==> src/rtl/fsm_stim_driver.sv <==
// Stimulus driver for an FSM under test: resets it, plays an LFSR vector
// sequence into it and compacts its responses into a 16-bit MISR signature.
//
// state   | meaning
// IDLE    | waiting for start
// DUT_RST | holding the FSM under test in reset for two cycles
// RUN     | applying one LFSR vector per cycle, folding responses into the MISR
// DONE    | one-cycle done pulse, results held
module fsm_stim_driver #(
  parameter int                  IN_WIDTH  = 8,
  parameter int                  OUT_WIDTH = 4,
  parameter int                  CNT_WIDTH = 16,
  parameter logic [IN_WIDTH-1:0] TAPS      = 8'hB8,
  parameter logic [15:0]         SIG_TAPS  = 16'hB400
) (
  input  logic                 clk,
  input  logic                 rst,
  input  logic                 start,
  input  logic [CNT_WIDTH-1:0] num_vectors,
  input  logic [IN_WIDTH-1:0]  seed,
  output logic [IN_WIDTH-1:0]  stim_out,
  output logic                 dut_rst_n,
  input  logic [OUT_WIDTH-1:0] resp_in,
  output logic                 busy,
  output logic                 done,
  output logic [15:0]          signature,
  output logic [CNT_WIDTH-1:0] vec_idx
);

  typedef enum logic [1:0] {
    S_IDLE    = 2'd0,
    S_DUT_RST = 2'd1,
    S_RUN     = 2'd2,
    S_DONE    = 2'd3
  } state_t;

  state_t               r_state;
  state_t               w_state_nxt;
  logic [IN_WIDTH-1:0]  r_lfsr;
  logic [15:0]          r_sig;
  logic [CNT_WIDTH-1:0] r_vec_idx;
  logic [CNT_WIDTH-1:0] r_num;
  logic                 r_rst_cnt;

  logic [CNT_WIDTH-1:0] w_vec_inc;
  logic                 w_last_vec;
  logic [IN_WIDTH-1:0]  w_lfsr_nxt;
  logic [15:0]          w_sig_nxt;

  assign w_vec_inc  = r_vec_idx + CNT_WIDTH'(1);
  // r_num is never zero in RUN, so the counter tops out at r_num and never wraps
  assign w_last_vec = (w_vec_inc == r_num);
  assign w_lfsr_nxt = {r_lfsr[IN_WIDTH-2:0], ^(r_lfsr & TAPS)};
  assign w_sig_nxt  = {r_sig[14:0], ^(r_sig & SIG_TAPS)} ^ 16'(resp_in);

  always_ff @(posedge clk) begin
    if (rst) begin
      r_state <= S_IDLE;
    end else begin
      r_state <= w_state_nxt;
    end
  end

  always_comb begin
    w_state_nxt = r_state;
    case (r_state)
      S_IDLE: begin
        if (start) begin
          w_state_nxt = (num_vectors != '0) ? S_DUT_RST : S_DONE;
        end
      end
      S_DUT_RST: begin
        if (r_rst_cnt) begin
          w_state_nxt = S_RUN;
        end
      end
      S_RUN: begin
        if (w_last_vec) begin
          w_state_nxt = S_DONE;
        end
      end
      S_DONE: begin
        w_state_nxt = S_IDLE;
      end
      default: begin
        w_state_nxt = S_IDLE;
      end
    endcase
  end

  always_ff @(posedge clk) begin
    if (rst) begin
      r_lfsr    <= IN_WIDTH'(1);
      r_sig     <= '0;
      r_vec_idx <= '0;
      r_num     <= '0;
      r_rst_cnt <= 1'b0;
    end else begin
      case (r_state)
        S_IDLE: begin
          if (start) begin
            r_sig <= '0;
            if (num_vectors != '0) begin
              r_num     <= num_vectors;
              r_lfsr    <= (seed == '0) ? IN_WIDTH'(1) : seed;
              r_vec_idx <= '0;
              r_rst_cnt <= 1'b0;
            end
          end
        end
        S_DUT_RST: begin
          r_rst_cnt <= ~r_rst_cnt;
        end
        S_RUN: begin
          r_lfsr    <= w_lfsr_nxt;
          r_sig     <= w_sig_nxt;
          r_vec_idx <= w_vec_inc;
        end
        default: begin
        end
      endcase
    end
  end

  assign stim_out  = (r_state == S_RUN) ? r_lfsr : '0;
  assign dut_rst_n = ~rst & (r_state != S_DUT_RST);
  assign busy      = (r_state == S_DUT_RST) || (r_state == S_RUN);
  assign done      = (r_state == S_DONE);
  assign signature = r_sig;
  assign vec_idx   = r_vec_idx;

endmodule

==> config.mk <==
export PLATFORM = sky130hd
export DESIGN_NAME = fsm_stim_driver
export DESIGN_NICKNAME = d
export VERILOG_FILES = /design/src/rtl/fsm_stim_driver.sv
export SDC_FILE = /design/constraint.sdc
export NUM_CORES = 1
export LEC_CHECK = 0
export CAP_MARGIN = 25
export CORE_MARGIN = 10
export CORE_UTILIZATION = 25
export CTS_CLUSTER_DIAMETER = 200
export DETAILED_ROUTE_END_ITERATION = 6
export SYNTH_ARGS = -nofsm -noshare
export SYNTH_HDL_FRONTEND = slang
export SYNTH_SLANG_ARGS = --single-unit
==> constraint.sdc <==
create_clock -name clk -period 3.85 [get_ports clk]
set_clock_uncertainty 0.2 [all_clocks]
set_input_delay 0.385 -clock clk [delete_from_list [all_inputs] [get_ports clk]]
set_output_delay 0.385 -clock clk [all_outputs]
set_load 0.005 [all_outputs]
==> results of run 1 <==
[per-layer routing]
layer  routed length, microns  GRT usage  share of wire
met5                        0          0              0
met4                      154    0.03117          0.016
met3                     1061    0.06784           0.11
met2                     4361     0.1717           0.45
met1                     4010     0.1239           0.42
[metrics by stage]
step	setup slack (ps)	utilization	total power, mW	std cells	instance area [sq um]
global route	606.2	0.3523	2.033	626	4284
CTS	779.1	0.3523	1.943	626	4284
global placement	867.0	0.3307	1.212	609	4021
detailed placement	770.3	0.3313	1.228	610	4029
floorplan	1283	-	1.061	390	3156
finish	781.5	0.3523	1.904	626	4284
[registers in the layout, summed over array words and instances, names as in the netlist]
name       count
r_lfsr         8
signature     16
r_state        2
vec_idx       16
r_rst_cnt      1
r_num         16
[synthesized netlist by cell type, types with 9 or more instances]
library cell	n	area, sq um
a211oi_1	9	67.56
a21oi_1	36	180.2
a22oi_1	16	120.1
and2_1	9	56.30
clkbuf_1	18	67.56
dfxtp_1	59	1181
mux2i_1	20	200.2
nand2_1	30	112.6
nor2_1	65	244.0
nor3_1	11	55.05
o21ai_0	9	45.04
xnor2_1	19	166.4
[layout make-up]
type	instances	area [sq um]	share of cell area
multi-input combinational	297	1837	0.4287
timing repair buffer	80	778.2	0.1817
sequential	59	1181	0.2757
inverter	6	22.52	0.005257
clock buffer	13	240.2	0.05607
tap	168	210.2	0.04907
clock inverter	3	15.01	0.003505
[critical path, delay by kind of cell, from the launching register on]
family	cells	cell delay, ps
simple gates	4	1210
flops	1	460
compound gates	2	380
mux	1	360
fa+ha+maj	1	330
[power breakdown]
part,switching [mW],internal (mW)
clock,0.259,0.431
sequential,0.0493,0.673
combinational,0.269,0.223
total,0.577,1.33
[cell usage in the layout (no fill, tap or decap), types with 6 or more instances in the layout]
cell             netlist  layout
clkdlybuf4s50_1        0      72
nor2_1                65      65
dfxtp_1               59      59
a21oi_1               36      36
nand2_1               30      30
mux2i_1               20      20
xnor2_1               19      19
a22oi_1               16      16
nor3_1                11      11
and2_1                 9       9
a211oi_1               9       9
o21ai_0                9       9
clkbuf_16              0       9
nor4_1                 8       8
xor2_1                 8       8
nand3_1                7       7
nand4_1                7       7
buf_4                  0       7
inv_1                  6       6
[worst max path at each step]
stage / cells after the start / from / endpoint / slack (ps)
global placement: 7 / num_vectors[2] / r_lfsr[0] / 870
detailed placement: 8 / num_vectors[3] / vec_idx[2] / 770
global route: 8 / vec_idx[0] / r_state[1] / 610
CTS: 8 / vec_idx[0] / r_state[1] / 780
floorplan: 8 / vec_idx[0] / r_state[1] / 1280
finish: 8 / vec_idx[0] / r_state[1] / 780
[cell families (layout without fill, tap and decap cells)]
| group | count (synthesis) | count (layout) | synth area share |
|---|---|---|---|
| XOR/XNOR | 28 | 28 | 0.08010 |
| buffers and inverters | 34 | 102 | 0.04599 |
| adder cells (fa/ha/maj) | 5 | 5 | 0.01983 |
| flip-flops | 59 | 59 | 0.3743 |
| AO/OA/AOI/OAI | 81 | 81 | 0.1622 |
| multiplexers | 22 | 22 | 0.07058 |
| AND/OR/NAND/NOR | 161 | 161 | 0.2470 |
==> flow_metrics.env, run 1 <==
export IMPL_outcome="completed"
export IMPL_min_period_ps=3069
export IMPL_initial_core_util=0.2595
export IMPL_powerDensity_nw_per_um2=444.4
export IMPL_tritoncts="built"
export IMPL_grt_pass1_vias=3005
export IMPL_path_cells="ha_1 > and4_1 > nand2_1 > nor4_1 > a21oi_1 > or3_1 > o31ai_2 > mux2_1"
export IMPL_synth_cell_types=47
export IMPL_io_buffers=73
export IMPL_nFillCells=1258
export IMPL_syn_avg_cell_area_sq_um=8.091
export IMPL_tns_ps=0
export IMPL_io_pins=74
export IMPL_ys_seq_area_frac=0.3743
export IMPL_hold_viol=0
export IMPL_cts_hold_buf=0
export IMPL_numCtsBuffers=9
export IMPL_area_growth_pct=35.77
export IMPL_post_route_period_util=0.7970
export IMPL_cp_max_fo=7
export IMPL_drc=0
export IMPL_drtPass1Iterations=4
export IMPL_dr_first_iter_drc_count=173
export IMPL_antenna_found_initial=0
export IMPL_core_sq_um=12160
export IMPL_vias=2996
export IMPL_yosys_warnings=0
export IMPL_cts_max_path_buffers=2
export IMPL_cts_resized_gates=0
export IMPL_r2r_end="r_state[1]"
export IMPL_p_leak_nw=1.502
export IMPL_cts_num_sinks=59
export IMPL_hold_depth=1
export IMPL_synth_area_sq_um=3156
export IMPL_synth_seq_cells=59
export IMPL_finalSetupViolations=0
export IMPL_synth_edf_count=0
export IMPL_path_class="reg2reg"
export IMPL_ant_nets=0
export IMPL_cts_setup_buffers=0
export IMPL_start_kind="flip-flop"
export IMPL_relSlewSlack=0.5141
export IMPL_hold_path_class="reg2reg"
export IMPL_cp_required_ps=3860
export IMPL_post_drt_wl_per_cell_microns=15.31
export IMPL_fin_nets=489
export IMPL_viasPerCell=4.786
export IMPL_grt_max_degree=61
export IMPL_r2r_setup_slack_ps=780
export IMPL_gr_total_overflow=0
export IMPL_slowest_stage="dfxtp_1"
export IMPL_r2r_start="vec_idx[0]"
export IMPL_synthFlopType="dfxtp_1"
export IMPL_die_w_microns=132.4
export IMPL_cts_root_buf="clkbuf_16"
export IMPL_dieHeight_microns=132.4
export IMPL_rows=40
export IMPL_async_flop_share=0
export IMPL_drv_cap=0
export IMPL_hold_slack_ps=259.3
export IMPL_min_to="r_lfsr[0]"
export IMPL_dp_hpwl_mm=7.035
export IMPL_dieArea_sq_um=17520
export IMPL_syn_num_nets=426
export IMPL_grt_pass1_wl_mm=15.83
export IMPL_drive_above_1_share=0.05677
export IMPL_synthCells=390
export IMPL_end_kind="flip-flop"
export IMPL_grt_use_total=0.1106
export IMPL_slew_violations=0
export IMPL_ff2ff_path_depth=8
export IMPL_ir_worst_vdd_mv=0.2732
export IMPL_critPathMaxStageDelay_ps=460
export IMPL_htreeDepth=3
export IMPL_antenna_cells=0
export IMPL_wl_mm=9.587
export IMPL_clkTransAtPathRegs_ps=50
export IMPL_place_congestion=0.8262
export IMPL_rsz0062_at_grt="no"
export IMPL_clock_latency_ps=320
export IMPL_worst_pin_slew_ps=722.2
export IMPL_worstHoldStart="r_lfsr[0]"
export IMPL_max_freq_mhz=325.9
export IMPL_crit_arrival_ps=3070
Note: power is estimated with default switching activity, not from simulation.
==> run 2, diff against run 1 <==
- clock period: 3.85 -> 2.6 ns (I/O delays scaled with it)
==> flow_metrics.env, run 2 (synthesis gave the netlist of run 1 again) <==
export IMPL_multi_input_area_sq_um=1907
export IMPL_clkTransAtPathRegs_ps=50
export IMPL_final_util=0.3842
export IMPL_start_kind="flip-flop"
export IMPL_place_congestion=0.8450
export IMPL_antenna_cells=0
export IMPL_post_drt_wl_per_cell_microns=15.55
export IMPL_gr_total_overflow=0
export IMPL_drv_cap=0
export IMPL_grt_pass1_wl_mm=16.55
export IMPL_final_cell_mix="clkdlybuf4s50_1, nor2_1, dfxtp_1"
export IMPL_grt_pass1_vias=3175
export IMPL_numCtsBuffers=9
export IMPL_drc=0
export IMPL_max_freq_mhz=396.7
export IMPL_dieHeight_microns=132.4
export IMPL_final_area_sq_um=4672
export IMPL_min_period_ps=2521
export IMPL_core_sq_um=12160
export IMPL_setup_slack_ps=78.96
export IMPL_grt_use_total=0.1150
export IMPL_drive_above_1_share=0.1510
export IMPL_hold_viol=0
export IMPL_worst_pin_slew_ps=599.2
export IMPL_htreeDepth=3
export IMPL_seq_area_sq_um=1187
export IMPL_cts_num_sinks=59
export IMPL_initial_core_util=0.2595
export IMPL_end_kind="flip-flop"
export IMPL_tritoncts="built"
export IMPL_io_buffers=73
export IMPL_die_w_microns=132.4
export IMPL_dieArea_sq_um=17520
export IMPL_dr_first_iter_drc_count=254
export IMPL_place_inst=639
export IMPL_drtPass1Iterations=5
export IMPL_ir_worst_vdd_mv=0.2941
export IMPL_finalSetupViolations=0
export IMPL_cts_max_path_buffers=2
export IMPL_cts_hold_buf=0
export IMPL_area_growth_pct=48.06
export IMPL_cp_required_ps=2610
export IMPL_fin_nets=521
export IMPL_outcome="completed"
export IMPL_powerDensity_nw_per_um2=661.2
export IMPL_finalNonFillerCells=658
export IMPL_nFillCells=1220
export IMPL_p_leak_nw=1.740
export IMPL_ant_nets=0
export IMPL_rows=40
export IMPL_relSlewSlack=0.6005
export IMPL_cp_max_fo=6
export IMPL_slew_violations=0
export IMPL_post_route_period_util=0.9696
export IMPL_cts_root_buf="clkbuf_16"
export IMPL_io_pins=74
export IMPL_crit_arrival_ps=2530
export IMPL_grt_max_degree=41
export IMPL_r2r_setup_slack_ps=80
export IMPL_post_place_ws_ps=4.664
export IMPL_path_class="reg2reg"
export IMPL_clock_latency_ps=320
export IMPL_wl_mm=10.23
export IMPL_dp_hpwl_mm=7.598
export IMPL_antenna_found_initial=0
export IMPL_placed_cell_area_sq_um=4259
export IMPL_vias=3173
export IMPL_hold_path_class="in2reg"
export IMPL_final_common_cell="clkdlybuf4s50_1"
export IMPL_viasPerCell=4.822
## run 2: changes by cell type in the layout (fill, tap and decap cells not counted), moves of 2 or more
cell and change:
buf_4 +31, nor4_1 -2, nor4_4 +2, dfxtp_1 -3, clkbuf_1 -4, clkbuf_8 +3
dfxtp_2 +2
## run 2: worst paths after layout
kind              start     endpoint  depth (start not counted)
max reg2reg  vec_idx[9]   r_state[1]                          7
min                 rst  vec_idx[11]                          3
min reg2reg   r_lfsr[0]    r_lfsr[0]                          1
max          vec_idx[9]   r_state[1]                          7
## run 2: per-layer routing
metal / GRT usage / wire [microns]
met5: 0 / 0
met4: 0.04034 / 207
met3: 0.06021 / 980
met2: 0.1794 / 4721
met1: 0.1311 / 4321
## run 2: per-stage QoR
step / TNS [ps] / power, mW / hold WS, ps
after floorplan: 0 / 1.571 / 207.2
after global placement: 0 / 1.825 / 248.0
after detailed placement: 0 / 1.846 / 246.8
after CTS: 0 / 3.104 / 217.4
after global routing: -0.01665 / 3.260 / 230.5
final: 0 / 3.089 / 225.5
## run 2: repair_timing
| item | CTS | global route |
|---|---|---|
| gates resized for setup | 1 | 17 |
| setup endpoints to repair | 1 | 1 |
| endpoints found under the hold margin | 0 | 0 |
| setup buffers | 0 | 3 |
| pin swaps | 0 | 6 |
## run 2: critical path, cell delays in order (launching register included)
cell and delay, ps:
dfxtp_4 360, xnor2_2 150, or3b_1 370, a211oi_2 190, o32ai_1 100, or3_4 410
o31ai_4 290, mux2_4 320
## run 2: area by class of cell
cell class | count | share of cell area
multi-input combinational | 297 | 0.4081
sequential | 59 | 0.2542
timing repair buffer | 112 | 0.2207
clock buffer | 12 | 0.05704
tap | 168 | 0.04499
clock inverter | 4 | 0.01018
inverter | 6 | 0.004821
## run 2: power by group
group,leakage [nW],total (mW),internal [mW],switching [mW]
clock network,0.155,1.23,0.816,0.415
logic,1.10,0.790,0.362,0.428
registers,0.482,1.07,0.994,0.0743
total,1.74,3.09,2.17,0.917
